### src/rtl/scan_decoder_pkg.sv
// Shared definitions for the scan_decoder block: operating modes and the
// one-hot helper used to build the decoded output word.
package scan_decoder_pkg;

  typedef enum logic {
    MODE_DIRECT = 1'b0,
    MODE_SCAN   = 1'b1
  } mode_e;

  // Widest select the helper supports; callers slice the result down.
  localparam int MAX_SEL_W = 8;
  localparam int MAX_OUT   = 1 << MAX_SEL_W;

  function automatic logic [MAX_OUT-1:0] onehot(input logic [MAX_SEL_W-1:0] i);
    logic [MAX_OUT-1:0] v;
    v    = '0;
    v[i] = 1'b1;
    return v;
  endfunction

endpackage

### src/rtl/scan_prescaler.sv
// Free-running step prescaler: counts 0..div and raises tick on the last count.
// clr restarts the phase, hold freezes it.
module scan_prescaler #(
  parameter int DIV_W = 16
) (
  input  logic             clk,
  input  logic             rst,
  input  logic             clr,
  input  logic             hold,
  input  logic [DIV_W-1:0] div,
  output logic             tick
);

  logic [DIV_W-1:0] pcnt;

  // >= rather than == so that shrinking div below the running count ticks at once.
  assign tick = ~clr & ~hold & (pcnt >= div);

  // NOTE: sequential state uses non-blocking assignments so every register
  // samples the pre-edge values, independent of statement order.
  always_ff @(posedge clk or posedge rst) begin
    if (rst) begin
      pcnt <= '0;
    end else if (clr) begin
      pcnt <= '0;
    end else if (!hold) begin
      pcnt <= tick ? '0 : pcnt + 1'b1;
    end
  end

endmodule

### src/rtl/scan_decoder.sv
// Registered N-to-2^N decoder with triple enable gating, offering a direct
// select mode and a prescaled scanning mode for multiplexed displays.
module scan_decoder
  import scan_decoder_pkg::*;
#(
  parameter  int SEL_W      = 3,
  parameter  int DIV_W      = 16,
  parameter  int ACTIVE_LOW = 0,
  localparam int N_OUT      = 1 << SEL_W
) (
  input  logic             clk,
  input  logic             rst,
  input  logic             en1_n,
  input  logic             en2_n,
  input  logic             en3,
  input  logic             mode,
  input  logic [SEL_W-1:0] sel,
  input  logic [DIV_W-1:0] div,
  input  logic [SEL_W-1:0] count_max,
  output logic [N_OUT-1:0] dout,
  output logic [SEL_W-1:0] idx,
  output logic             valid,
  output logic             wrap
);

  mode_e            mode_q;
  logic             en;
  logic             in_scan;
  logic             mode_chg;
  logic             tick;
  logic [SEL_W-1:0] idx_d;
  logic             valid_d;
  logic             wrap_d;
  logic [N_OUT-1:0] hot_d;
  logic [N_OUT-1:0] hot_q;
  logic [MAX_OUT-1:0] hot_full;

  assign en       = ~en1_n & ~en2_n & en3;
  assign in_scan  = (mode_e'(mode) == MODE_SCAN);
  assign mode_chg = (mode_e'(mode) != mode_q);

  scan_prescaler #(
    .DIV_W (DIV_W)
  ) u_prescaler (
    .clk  (clk),
    .rst  (rst),
    .clr  (~in_scan | mode_chg),
    .hold (~en),
    .div  (div),
    .tick (tick)
  );

  assign hot_full = onehot(MAX_SEL_W'(idx_d));

  // NOTE: every combinational output gets a default before any branch, so
  // no path leaves a value unassigned and no latch is inferred.
  always_comb begin
    idx_d   = idx;
    valid_d = 1'b0;
    wrap_d  = 1'b0;
    hot_d   = '0;
    if (!in_scan) begin
      if (en) begin
        idx_d   = sel;
        valid_d = 1'b1;
      end
    end else if (mode_chg) begin
      // Entering scan always restarts from index 0 with a fresh prescale phase.
      idx_d   = '0;
      valid_d = en;
    end else if (en) begin
      valid_d = 1'b1;
      if (tick) begin
        if (idx >= count_max) begin
          idx_d  = '0;
          wrap_d = 1'b1;
        end else begin
          idx_d = idx + 1'b1;
        end
      end
    end
    if (valid_d) begin
      hot_d = hot_full[N_OUT-1:0];
    end
  end

  always_ff @(posedge clk or posedge rst) begin
    if (rst) begin
      mode_q <= MODE_DIRECT;
      idx    <= '0;
      valid  <= 1'b0;
      wrap   <= 1'b0;
      hot_q  <= '0;
    end else begin
      mode_q <= mode_e'(mode);
      idx    <= idx_d;
      valid  <= valid_d;
      wrap   <= wrap_d;
      hot_q  <= hot_d;
    end
  end

  // Polarity is applied after the register so reset reads as all-inactive either way.
  assign dout = (ACTIVE_LOW != 0) ? ~hot_q : hot_q;

endmodule
### config.mk
export PLATFORM = sky130hd
export DESIGN_NAME = scan_decoder
export DESIGN_NICKNAME = d
export VERILOG_FILES = /design/src/rtl/scan_decoder_pkg.sv /design/src/rtl/scan_prescaler.sv /design/src/rtl/scan_decoder.sv
export SDC_FILE = /design/constraint.sdc
export NUM_CORES = 1
export LEC_CHECK = 0
export ABC_AREA = 0
export CAP_MARGIN = 20
export CELL_PAD_IN_SITES_DETAIL_PLACEMENT = 1
export CELL_PAD_IN_SITES_GLOBAL_PLACEMENT = 1
export CORE_MARGIN = 2
export CORE_UTILIZATION = 42
export DETAILED_ROUTE_END_ITERATION = 16
export HOLD_SLACK_MARGIN = 0.08
export PLACE_DENSITY_LB_ADDON = 0.1
export SETUP_SLACK_MARGIN = 0.02
export SYNTH_ARGS = -nofsm -noshare
export SYNTH_HDL_FRONTEND = slang
export SYNTH_HIERARCHICAL = 1
export SYNTH_SLANG_ARGS = --single-unit
### constraint.sdc
create_clock -name clk -period 6.65 [get_ports clk]
set_clock_uncertainty 0.05 [all_clocks]
set_input_delay 1.33 -clock clk [delete_from_list [all_inputs] [get_ports clk]]
set_output_delay 1.33 -clock clk [all_outputs]
set_load 0.05 [all_outputs]
## Word-level counts from Yosys, hierarchy flattened

Cells that the tools add are included.

| word-level totals | value |
|---|---|
| bits in registers | 30 |
| input port bits | 28 |
| output and inout port bits | 13 |

| operators by class | value |
|---|---|
| add/sub/neg operators | 2 |
| $lt $le $gt $ge | 4 |
| eq/ne operators | 1 |
| multiplexer cells | 20 |
| bitwise operators | 9 |
| reduce and logical (&&, ||, !) cells | 2 |

Operators by type and width:

| kind | count |
|---|---|
| 16-bit 2-to-1 mux | 3 |
| 3-bit 2-to-1 mux | 6 |
| 16-bit by 1-bit adder with 16-bit output, second input constant | 1 |
| 16-bit >= comparator | 1 |
| 3-bit by 9-bit < comparator with 1-bit output, second input constant | 1 |
| 1-bit 2-to-1 mux | 9 |
| 8-bit 2-to-1 mux | 1 |
| 1-bit AND | 4 |
| 1-bit inverter | 4 |
| 3-bit by 1-bit adder with 3-bit output, second input constant | 1 |
| 1-bit demux with 3-bit select | 1 |
| 3-bit by 1-bit >= comparator with 1-bit output, second input constant | 1 |
| 3-bit >= comparator | 1 |
| 2-bit nonzero test | 1 |
| 1-bit logical AND | 1 |
| 1-bit inequality test | 1 |
| 1-bit OR | 1 |

## Logic depth before layout (Yosys ltp)

| depth | value |
|---|---|
| depth after elaboration | 14 |
| mapped depth | 12 |
| gate-level depth less buffers | 12 |

## By module

Netlist, hierarchy kept.

Modules (own cells, without submodules):

| module | instances | cells each | area an instance (um2) | seq. area each (um2) |
|---|---|---|---|---|
| scan_prescaler | 1 | 151 | 1277.5 | 400.4 |
| scan_decoder | 1 | 69 | 798.3 | 350.3 |

## Worst setup path after synthesis

Ideal clock, no wire load.

| timing | value |
|---|---|
| path kind | input to register |
| from | in div[15] |
| to | reg hot_q[2], in the netlist dout[2] |
| library setup time | 0.068 ns |
| data arrival time | 4.213 ns |
| data required time | 6.532 ns |
| slack | 2.319 ns |
| stages | 10 |
| buffers on the path | 0 |
| cells stage by stage | inv_1 -> ha_1 -> and4_1 -> nand4_1 -> or4_4 -> and2_1 -> a21boi_0 -> nand4bb_1 -> o311ai_2 -> and4_2 |

| between the ends | value |
|---|---|
| word-level cells in the longest chain between the ends | 11 |

RTL lines:

| item | line | text |
|---|---|---|
| start, declared | scan_decoder.sv:18 | `input logic [DIV_W-1:0] div,` |
| 16-bit >= comparator * | scan_prescaler.sv:17 | `assign tick = ~clr & ~hold & (pcnt >= div);` |
| 1-bit AND * | scan_prescaler.sv:17 |  |
| net tick | scan_decoder.sv:30 | `logic tick;` |
| 3-bit 2-to-1 mux * | scan_decoder.sv:73 | `if (tick) begin` |
| 3-bit 2-to-1 mux * | scan_decoder.sv:71 | `end else if (en) begin` |
| 3-bit 2-to-1 mux * | scan_decoder.sv:67 | `end else if (mode_chg) begin` |
| 3-bit 2-to-1 mux * | scan_decoder.sv:62 | `if (!in_scan) begin` |
| net idx_d[1] | scan_decoder.sv:31 | `logic [SEL_W-1:0] idx_d;` |
| 3-bit by 9-bit < comparator with 1-bit output (implied by the code) or 3-bit by 1-bit >= comparator with 1-bit output (tied branches) | scan_decoder_pkg.sv:17 | `v[i] = 1'b1;` |
| 1-bit logical AND (implied by the code) | scan_decoder_pkg.sv:17 |  |
| 1-bit 2-to-1 mux (implied by the code) | scan_decoder_pkg.sv:17 |  |
| 1-bit demux with 3-bit select * | scan_decoder_pkg.sv:17 |  |
| 8-bit 2-to-1 mux * | scan_decoder.sv:82 | `if (valid_d) begin` |
| net hot_d[2] | scan_decoder.sv:34 | `logic [N_OUT-1:0] hot_d;` |
| end signal, assigned | scan_decoder.sv:99 | `hot_q <= hot_d;` |
| end, declared | scan_decoder.sv:35 | `logic [N_OUT-1:0] hot_q;` |

Mark *: on every way through the listed nets, which the timed path passes. The rest lies on a longest branch.
A chain may end at the register's enable or synchronous reset.

## Final worst setup path

| timing | value |
|---|---|
| from | in div[15] |
| to | reg hot_q[3], in the netlist dout[3] |

Same word-level chain as after synthesis.

==> results_dict.tcl <==
set metrics [dict create \
    wl_per_cell_um 16.0 \
    ir_drop_v 0.0000937 \
    start_util 0.437 \
    rsz0062_at_grt "false" \
    core_um2 4750 \
    synth_seq_cells 30 \
    clock_path_buffers 2 \
    critPathKind "in -> reg" \
    ys_top_cells_by_count "dfrtp_1, inv_1, ha_1" \
    synth_nets 270 \
    setup_viol 0 \
    drv_slew 0 \
    numCtsBuffers 5 \
    clock_latency_ps 290 \
    cts-root-buf "clkbuf_8" \
    antenna_found_initial 0 \
    yosysMostFrequentCell "dfrtp_1" \
    synth_area_leaders "dfrtp_1, ha_1, inv_1, nand2_1, nand3_1" \
    crit_arrival_ps 5290 \
    fin_tns_setup_ps 0 \
    crit_required_ps 6830 \
    drc 0 \
    hold_buffers 0 \
    yosys.area.top_type "dfrtp_1" \
    crit_fanout 9 \
    cts-resized-gates 0 \
    syn-cell-area_um2 2080 \
    outcome "complete, no violations" \
    p_leak_nw 1.18 \
    max_freq_mhz 196 \
    fin_crit_sh 0.768 \
    ys_seq_area_frac 0.362 \
    grt_pass1_wl_um 8870 \
    synth_edf_count 0 \
    wl_um 5310 \
    async_reset_ff_frac 1.00 \
    ys.flop_type "dfrtp_1" \
    first_iter_violations 38 \
    dp_hpwl_um 3930 \
    overflow 0 \
    grt_pass1_vias 1825 \
    endpoint_kind "flop" \
    clkTransAtPathRegs_ps 70 \
    rows 25 \
    grtUsageTotal 0.212 \
    worst_slack_ps 1540 \
    synth_warnings 6 \
    via_per_inst 5.50 \
    die_x_um 74.3 \
    numPortBuffers 40 \
    syn-instance-count 220 \
    drive_above_1_share 0.0906 \
    maxCapViolCount 0 \
    synth_top_area_share 0.362 \
    min_period_ps 5110 \
    final_nets 314 \
    drtPass1Iterations 4 \
    slew_headroom 0.472 \
    num_vias 1826 \
    ant_nets 0 \
    syn_avg_cell_area_um2 9.44 \
    cts_sinks 30 \
    min_path_type "reg -> reg" \
    gp_congestion 0.863 \
    hold_viol 0 \
    yosysUniqueCellTypes 51 \
    final_util 0.552 \
    cts_tree "yes" \
    grt_max_degree 17 \
    cts_setup_buffers 0 \
    syn_to_final_growth_pct 26.5 \
    h-tree-depth 2 \
    num_io_pins 41 \
    p_per_area_nw_per_um2 170 \
    die_h_um 74.3 \
    antenna_cells 0 \
    pre_cts_slack_ps 1320 \
    start_kind "input pin" \
    tightest_slew_ps 786 \
    die-area_um2 5520 \
]
metal layers:
| layer | vias to the layer above | part of all wire | GRT usage |
|---|---|---|---|
| met5 | - | 0 | 0 |
| met1 | 901 | 0.45 | 0.266 |
| li1 | 886 | - | - |
| met2 | 35 | 0.51 | 0.369 |
| met3 | 4 | 0.037 | 0.0501 |
| met4 | 0 | 0.0083 | 0.0536 |
cell families after synthesis:
logic type	count (synthesis)	share of synthesized area
AO/OA/AOI/OAI	44	0.165
multiplexers	2	0.00964
AND/OR/NAND/NOR	86	0.245
flip-flops	30	0.362
buffers and inverters	34	0.0784
adder cells (fa/ha/maj)	22	0.133
XOR/XNOR	2	0.00844
sequential cells by signal, indices dropped and copies added (netlist names):
register / count
dout: 8
idx: 3
mode_q: 1
u_prescaler/pcnt: 16
valid: 1
wrap: 1
path summary, 6_finish.rpt:
kind	from	endpoint	slack, ps	cells past startpoint
min in group asynchronous	rst	dout[3]	1360	2
setup reg to reg	u_prescaler/pcnt[13]	dout[3]	2660	9
hold reg to reg	u_prescaler/pcnt[10]	u_prescaler/pcnt[10]	500	2
max in group asynchronous	rst	u_prescaler/pcnt[13]	4690	2
hold / removal	u_prescaler/pcnt[10]	u_prescaler/pcnt[10]	500	2
setup / recovery	div[15]	dout[3]	1540	11
area by class of cell:
type	instances	area [µm²]
fill	560	2130
multi-input combinational	156	1160
sequential	30	751
timing repair buffer	41	408
inverter	30	125
tap	67	83.8
clock buffer	6	82.6
clock inverter	2	12.5
metrics by stage:
stage                     area [µm²]  cells  power (mW)  hold WS, ps
after CTS                       2620    331       0.449          518
after global placement          2520    323       0.287          483
after global routing            2630    332       0.467          530
after floorplan                 2080    220       0.251          453
final                           2630    332       0.445          503
after detailed placement        2520    323       0.289          501
cells in the final DEF (no fill, tap or decap), drive strengths merged, types with 5 or more instances in the layout:
| cell | synthesis | final |
|---|---|---|
| a21oi | 11 | 11 |
| and4 | 7 | 7 |
| clkbuf | 1 | 6 |
| clkdlybuf4s50 | 0 | 40 |
| dfrtp | 30 | 30 |
| ha | 22 | 22 |
| inv | 29 | 29 |
| nand2 | 19 | 19 |
| nand3 | 14 | 14 |
| nand4 | 7 | 7 |
| nor2 | 6 | 6 |
| nor2b | 7 | 7 |
| nor4 | 5 | 5 |
| o21ai | 11 | 11 |
| o311ai | 5 | 5 |
| or3 | 5 | 5 |
critical path: stages:
cell and delay [ps]:
clkdlybuf4s50_1 450, inv_1 40, ha_1 300, and4_1 230, nand4_1 170, or4_4 600, and2_1 200, a21boi_0 620
nand4bb_1 380, o311ai_2 640, and4_2 320
report_power, final:
group	internal, mW	switching (mW)
combinational	0.0408	0.0528
clock	0.0831	0.0766
sequential	0.186	0.00539
total	0.310	0.135
Note: power is estimated with default switching activity, not from simulation.
